$ cat src/rtl/beam_scan_pkg.sv
// Shared state encoding, default parameters and width helpers for the beam scan scheduler.
package beam_scan_pkg;

    typedef enum logic [2:0] {
        IDLE,
        BRST,
        FILL,
        WAIT,
        ACC,
        STEP,
        EVAL,
        DONE
    } state_t;

    localparam int N_MIC_DEF      = 4;
    localparam int N_ANGLE_DEF    = 16;
    localparam int L_DEF          = 32;
    localparam int DATA_W_DEF     = 24;
    localparam int DELTA_W_DEF    = 7;
    localparam int SETTLE_CYC_DEF = 2;

    function automatic int calc_sum_w(input int data_w, input int n_mic);
        return data_w + $clog2(n_mic);
    endfunction

    function automatic int calc_e_w(input int data_w, input int n_mic, input int l);
        return 2 * calc_sum_w(data_w, n_mic) + $clog2(l);
    endfunction

endpackage

$ cat src/rtl/beam_energy_acc.sv
// Sums N_MIC signed samples, squares the sum and accumulates it into an unsigned energy register.
// Energy reflects a sample one cycle after en; clr takes priority over en; never stalls.
module beam_energy_acc
    import beam_scan_pkg::*;
#(
    parameter int N_MIC  = N_MIC_DEF,
    parameter int DATA_W = DATA_W_DEF,
    parameter int L      = L_DEF
) (
    input  logic                                     i_50M_clk,
    input  logic                                     i_rst,
    input  logic                                     clr,
    input  logic                                     en,
    input  logic [N_MIC*DATA_W-1:0]                  buf_data,
    output logic [calc_e_w(DATA_W, N_MIC, L)-1:0]    energy
);

    localparam int SUM_W = calc_sum_w(DATA_W, N_MIC);
    localparam int SQ_W  = 2 * SUM_W;
    localparam int E_W   = calc_e_w(DATA_W, N_MIC, L);

    logic signed [SUM_W-1:0] sum;
    logic signed [SQ_W-1:0]  sum_ext;
    logic        [SQ_W-1:0]  sq;

    always_comb begin
        sum = '0;
        for (int m = 0; m < N_MIC; m++) begin
            sum = sum + SUM_W'($signed(buf_data[m*DATA_W +: DATA_W]));
        end
    end

    // Squaring at double width keeps the full magnitude of the most negative sum.
    assign sum_ext = SQ_W'(sum);
    assign sq      = $unsigned(sum_ext * sum_ext);

    always_ff @(posedge i_50M_clk or posedge i_rst) begin
        if (i_rst) begin
            energy <= '0;
        end else if (clr) begin
            energy <= '0;
        end else if (en) begin
            energy <= energy + E_W'(sq);
        end
    end

endmodule

$ cat src/rtl/beam_scan_scheduler.sv
// Delay-and-sum scan over N_ANGLE angles, L samples each, reporting the max-energy angle at o_done.
// Each sample waits SETTLE_CYC cycles after a pointer step; BEAM_SCAN_CONT_EN repeats scans until i_abort.
module beam_scan_scheduler
    import beam_scan_pkg::*;
#(
    parameter int N_MIC      = N_MIC_DEF,
    parameter int N_ANGLE    = N_ANGLE_DEF,
    parameter int L          = L_DEF,
    parameter int DATA_W     = DATA_W_DEF,
    parameter int DELTA_W    = DELTA_W_DEF,
    parameter int SETTLE_CYC = SETTLE_CYC_DEF
) (
    input  logic                                     i_50M_clk,
    input  logic                                     i_rst,
    input  logic                                     i_start,
    input  logic                                     i_abort,
    input  logic [N_MIC-1:0]                         i_init_finish,
    input  logic [N_MIC*DATA_W-1:0]                  i_buf_data,
    input  logic [N_MIC*DELTA_W-1:0]                 i_delta_tab,
    output logic                                     o_buf_rst,
    output logic                                     o_buf_start,
    output logic [N_MIC*DELTA_W-1:0]                 o_delta,
    output logic                                     o_change_pointer,
    output logic [$clog2(N_ANGLE)-1:0]               o_angle,
    output logic                                     o_busy,
    output logic                                     o_done,
    output logic [$clog2(N_ANGLE)-1:0]               o_best_angle,
    output logic [calc_e_w(DATA_W, N_MIC, L)-1:0]    o_best_energy
);

    localparam int A_W  = $clog2(N_ANGLE);
    localparam int E_W  = calc_e_w(DATA_W, N_MIC, L);
    localparam int K_W  = $clog2(L + 1);
    localparam int WC_W = $clog2(SETTLE_CYC + 2);

    state_t          state, state_nxt;
    logic [K_W-1:0]  smp_cnt;
    logic [WC_W-1:0] wait_cnt;
    logic [E_W-1:0]  energy;
    logic [A_W-1:0]  last_best_angle;
    logic [E_W-1:0]  last_best_energy;
    logic            acc_en;
    logic            acc_clr;
    logic            all_filled;
    logic            last_smp;
    logic            last_angle;

    assign all_filled = &i_init_finish;
    assign last_smp   = (smp_cnt == K_W'(L - 1));
    assign last_angle = (o_angle == A_W'(N_ANGLE - 1));

    beam_energy_acc #(
        .N_MIC  (N_MIC),
        .DATA_W (DATA_W),
        .L      (L)
    ) u_energy_acc (
        .i_50M_clk (i_50M_clk),
        .i_rst     (i_rst),
        .clr       (acc_clr),
        .en        (acc_en),
        .buf_data  (i_buf_data),
        .energy    (energy)
    );

    always_ff @(posedge i_50M_clk or posedge i_rst) begin
        if (i_rst) begin
            state <= IDLE;
        end else begin
            state <= state_nxt;
        end
    end

    always_comb begin
        state_nxt        = state;
        o_buf_rst        = 1'b0;
        o_buf_start      = 1'b0;
        o_change_pointer = 1'b0;
        o_done           = 1'b0;
        acc_en           = 1'b0;
        acc_clr          = 1'b0;
        case (state)
            IDLE: begin
                if (i_start) begin
                    acc_clr   = 1'b1;
                    state_nxt = BRST;
                end
            end
            BRST: begin
                o_buf_rst = 1'b1;
                state_nxt = FILL;
            end
            FILL: begin
                o_buf_start = 1'b1;
                if (all_filled) begin
                    state_nxt = WAIT;
                end
            end
            WAIT: begin
                if (wait_cnt <= WC_W'(1)) begin
                    state_nxt = ACC;
                end
            end
            ACC: begin
                acc_en    = 1'b1;
                state_nxt = last_smp ? EVAL : STEP;
            end
            STEP: begin
                o_change_pointer = 1'b1;
                state_nxt        = WAIT;
            end
            EVAL: begin
                acc_clr   = 1'b1;
                state_nxt = last_angle ? DONE : BRST;
            end
            DONE: begin
                o_done = 1'b1;
`ifdef BEAM_SCAN_CONT_EN
                state_nxt = BRST;
`else
                state_nxt = IDLE;
`endif
            end
            default: state_nxt = IDLE;
        endcase
        if (i_abort) begin
            state_nxt = IDLE;
            acc_en    = 1'b0;
            acc_clr   = 1'b1;
        end
    end

    // Starting a scan clears o_best_*, so the last completed result is kept aside for abort.
    always_ff @(posedge i_50M_clk or posedge i_rst) begin
        if (i_rst) begin
            o_delta          <= '0;
            o_angle          <= '0;
            o_busy           <= 1'b0;
            o_best_angle     <= '0;
            o_best_energy    <= '0;
            last_best_angle  <= '0;
            last_best_energy <= '0;
            smp_cnt          <= '0;
            wait_cnt         <= '0;
        end else if (i_abort) begin
            o_busy        <= 1'b0;
            smp_cnt       <= '0;
            o_best_angle  <= last_best_angle;
            o_best_energy <= last_best_energy;
        end else begin
            case (state)
                IDLE: begin
                    if (i_start) begin
                        o_busy        <= 1'b1;
                        o_angle       <= '0;
                        o_best_angle  <= '0;
                        o_best_energy <= '0;
                        smp_cnt       <= '0;
                    end
                end
                BRST: o_delta <= i_delta_tab;
                FILL, STEP: wait_cnt <= WC_W'(SETTLE_CYC);
                WAIT: wait_cnt <= wait_cnt - WC_W'(1);
                ACC: smp_cnt <= smp_cnt + K_W'(1);
                EVAL: begin
                    if ((energy > o_best_energy) || (o_angle == '0)) begin
                        o_best_angle  <= o_angle;
                        o_best_energy <= energy;
                    end
                    smp_cnt <= '0;
                    if (!last_angle) begin
                        o_angle <= o_angle + A_W'(1);
                    end
                end
                DONE: begin
                    last_best_angle  <= o_best_angle;
                    last_best_energy <= o_best_energy;
`ifdef BEAM_SCAN_CONT_EN
                    o_angle <= '0;
`else
                    o_busy  <= 1'b0;
`endif
                end
                default: ;
            endcase
        end
    end

endmodule

$ cat config.mk
export PLATFORM = sky130hd
export DESIGN_NAME = beam_scan_scheduler
export DESIGN_NICKNAME = d
export VERILOG_FILES = /design/src/rtl/beam_scan_pkg.sv /design/src/rtl/beam_energy_acc.sv /design/src/rtl/beam_scan_scheduler.sv
export SDC_FILE = /design/constraint.sdc
export NUM_CORES = 2
export LEC_CHECK = 0
export BUFFER_PORTS_ARGS = -buffer_cell sky130_fd_sc_hd__buf_2
export CAP_MARGIN = 20
export CORE_MARGIN = 2
export CORE_UTILIZATION = 64
export DETAILED_ROUTE_END_ITERATION = 10
export PLACE_DENSITY = 0.82
export SLEW_MARGIN = 5
export SYNTH_ARGS = -nofsm -noshare
export SYNTH_HDL_FRONTEND = slang
export SYNTH_SLANG_ARGS = --single-unit
$ cat constraint.sdc
create_clock -name i_50M_clk -period 9.6 [get_ports i_50M_clk]
set_input_delay 1.92 -clock i_50M_clk [delete_from_list [all_inputs] [get_ports i_50M_clk]]
set_output_delay 1.92 -clock i_50M_clk [all_outputs]
set_load 0.1 [all_outputs]
==> key figures <==
Run status
  – Status: complete, but fails checks
  – Failing checks: setup timing

Setup path
  – Max incr delay on CP: 570 ps
  – CP Class: primary input to flip-flop
  – Crit. End Element: flip-flop
  – Startpoint Class: primary input
  – Data required time of the worst path: 9980 ps
  – Worst EP arrival: 13540 ps
  – Slowest stage cell, crit path: fa_1
  – Crit-path most repeated cell: fa_1
  – Critical path peak fanout: 5

Synth
  – Post-synth top area share: 0.385
  – Cell count after synthesis: 3947
  – Synth warn: 0
  – Seq/Total Area, Yosys: 0.151
  – Syn Nets: 5072
  – Top post-synthesis cells by area: fa_1 (38%), dfrtp_1 (15%), inv_1 (9.8%), ha_1 (9.7%), nand2_1 (3.7%)
  – Post-Synth Simple-Gate Area: 0.0931
  – Xor-xnor portion of the synthesized cell area: 0.0339
  – Synth Flop Type: dfrtp_1
  – Asr flop ratio synth: 1.00
  – Post-synth EDFFs: 0
  – Dominant cell type by area after synthesis: fa_1
  – Synth Area in Compound Gates: 0.116
  – Post-synthesis adder-cell area fraction: 0.482
  – Synthesized cell area: 0.0368 mm²
  – Unique cell type count in the Yosys netlist: 76
  – Mux contribution to synthesized area: 0.0110
  – Largest family of logic cells by synthesized area: adder cells
  – Flops & latches, synth: 223
  – Avg Cell Area, Syn: 9.33 µm²

Die
  – Initial Util: 0.651
  – Core area: 0.0566 mm²
  – Die Height: 244 µm
  – Die area: 0.0595 mm²
  – Die W: 244 µm
  – Row cnt: 87
  – Io pins: 230

Clocking
  – CTS clk-pin slew, worst paths: 80 ps
  – CTS Hold Bufs: 0
  – Num CTS Buffers: 20
  – Clk root buf: clkbuf_16
  – CTS tree: done
  – H-tree depth: 1
  – CTS sink count: 223
  – CTS Buffer Depth: 3
  – Clock Latency Late Sink: 520 ps

Hold path
  – HP Class: flip-flop to flip-flop

Timing
  – Highest clock rate: 0.0760 GHz
  – Slew HR: 0.266
  – Period utilization: 1.37
  – Final Setup Violations: 46
  – Clock skew: 17.4 ps
  – Min Tclk post-route: 13160 ps
  – Setup TNS: -122280 ps
  – Unrepaired setup endpoints after global routing: true
  – Worst-margin pin slew: 1090 ps
  – Slew Limit Fails: 0
  – Worst setup margin: -3560 ps
  – Final Hold Viols: 0

Routing
  – Routed len/inst: 21.4 µm
  – ANT nets after route: 0
  – WL final: 120000 µm
  – Vias after detailed routing: 33600
  – Iter 0 DRT Violations: 3383
  – Residual DRC: 0
  – DR pass1 iterations: 7
  – Post-DR vias/cell: 5.99

Layout
  – Fin nets: 5962
  – Area Growth Syn to Fin: 27.2%
  – N_diodes: 0
  – Finished Core Util: 0.828
  – Finished Layout Cells: 5606
  – Ratio of cells with drive above 1 in the final layout: 0.286

Global route
  – First-pass GRT wire length: 183000 µm
  – Number of global-route vias before repair: 36200
  – Grt ovf: 0
  – Initial antenna violation count: 0
  – Tot GR Track Use: 0.394
  – Largest net degree at the start of global routing: 106

Placed design
  – Place WS: -4010 ps
  – Cells after DPL: 5490
  – Routability Congestion: 0.966
  – DPL Wire Length: 86000 µm
  – Port buffer count: 229

Flow run
  – Max-cap violation count: 0
worst max-delay path: cells and delay by family:
| family | cells | cell delay, ps |
|---|---|---|
| xor gates and xnor gates | 3 | 520 |
| buffers and inverters | 9 | 950 |
| adders and majority gates | 12 | 5440 |
| AOI/OAI and AO/OA | 20 | 3640 |
| and+or+nand+nor | 6 | 1050 |
state kept, by name, summed over array words and instances, names as in the netlist:
signal,flops
last_best_angle,4
last_best_energy,57
o_angle,4
o_best_angle,4
o_best_energy,57
o_busy,1
o_delta,28
smp_cnt,6
state,3
u_energy_acc.energy,57
wait_cnt,2
layout by cell type (no fill, tap or decap), types with 10 or more instances in the layout:
cell type	count
nor3_1	20
nor2b_1	10
o21ai_0	137
o21a_1	19
nor2_4	11
nor2_1	185
xnor2_2	14
inv_1	923
and2_1	48
a21oi_2	42
buf_4	711
o21bai_1	14
o21ai_1	42
a21o_1	81
dfrtp_1	223
nand2_2	14
ha_4	23
fa_2	17
fa_1	691
ha_1	257
nand2_1	351
buf_2	228
buf_6	33
nand3_1	24
o21ai_2	17
nor2_2	22
clkbuf_16	21
nand4_1	25
a21oi_1	134
nand2b_1	13
inv_2	42
xnor2_1	66
xor2_1	51
buf_12	16
a221oi_1	56
mux2_2	35
metal layers:
layer,vias up,routed length (µm),GRT usage
met5,-,0,0
li1,14000,-,-
met1,16500,38600,0.435
met4,0,10400,0.261
met2,2165,59800,0.676
met3,917,11300,0.0950
cell usage after synthesis, types with 7 or more instances:
master	n
a211oi_1	9
a21boi_0	8
a21o_1	81
a21oi_1	179
a221oi_1	60
a22o_1	7
a22oi_1	8
a31oi_1	10
a41oi_1	8
and2_1	52
and3_1	15
buf_2	19
clkbuf_1	96
clkinv_1	7
dfrtp_1	223
fa_1	708
ha_1	285
inv_1	964
mux2_2	35
nand2_1	365
nand2b_1	15
nand3_1	30
nand4_1	25
nor2_1	218
nor2b_1	16
nor3_1	30
o21a_1	20
o21ai_0	192
o21bai_1	19
or3_1	7
xnor2_1	84
xor2_1	55
final timing paths:
| path | startpoint | endpoint | slack (ps) | cells past startpoint |
|---|---|---|---|---|
| max | i_buf_data[57] | u_energy_acc.energy[49]$_DFFE_PP0P_ | -3560 | 50 |
| min | last_best_energy[33]$_DFFE_PP0P_ | last_best_energy[33]$_DFFE_PP0P_ | 490 | 2 |
| max reg2reg | u_energy_acc.energy[53]$_DFFE_PP0P_ | o_best_energy[7]$_DFFE_PP0P_ | 5480 | 11 |
| min reg2reg | last_best_energy[33]$_DFFE_PP0P_ | last_best_energy[33]$_DFFE_PP0P_ | 490 | 2 |
| max in group asynchronous | i_rst | last_best_energy[48]$_DFFE_PP0P_ | 6650 | 3 |
| min in group asynchronous | i_rst | o_delta[20]$_DFFE_PP0P_ | 1550 | 2 |
final cells by class:
type | instances | area, µm²
Multi-Input combinational cell | 2623 | 28700
Fill cell | 2838 | 9760
Timing Repair Buffer | 992 | 7230
Sequential cell | 223 | 5580
Inverter | 977 | 3700
Tap cell | 756 | 946
Clock buffer | 28 | 582
Clock inverter | 7 | 91.3
what timing repair did:
item,in CTS,in global routing
buffers inserted,49,37
gates cloned,0,1
hold endpoints to repair,0,0
resized for setup,186,130
endpoints found under the setup margin,46,46
pin swaps,108,97
stage by stage:
step | area [µm²] | hold slack (ps)
floorplan | 37400 | 450
global placement | 44300 | 462
detailed placement | 44300 | 472
CTS | 46200 | 487
global route | 46800 | 503
finish | 46800 | 490
kinds of logic after synthesis:
kind of cell | after synthesis
multiplexers | 36
flip-flops | 223
buffers and inverters | 1101
AO/OA/AOI/OAI | 663
AND/OR/NAND/NOR | 790
XOR/XNOR | 141
adder cells (fa/ha/maj) | 993
Power is not shown: default switching activity piles up to over one toggle a cycle in this logic, so the estimate is an artifact.
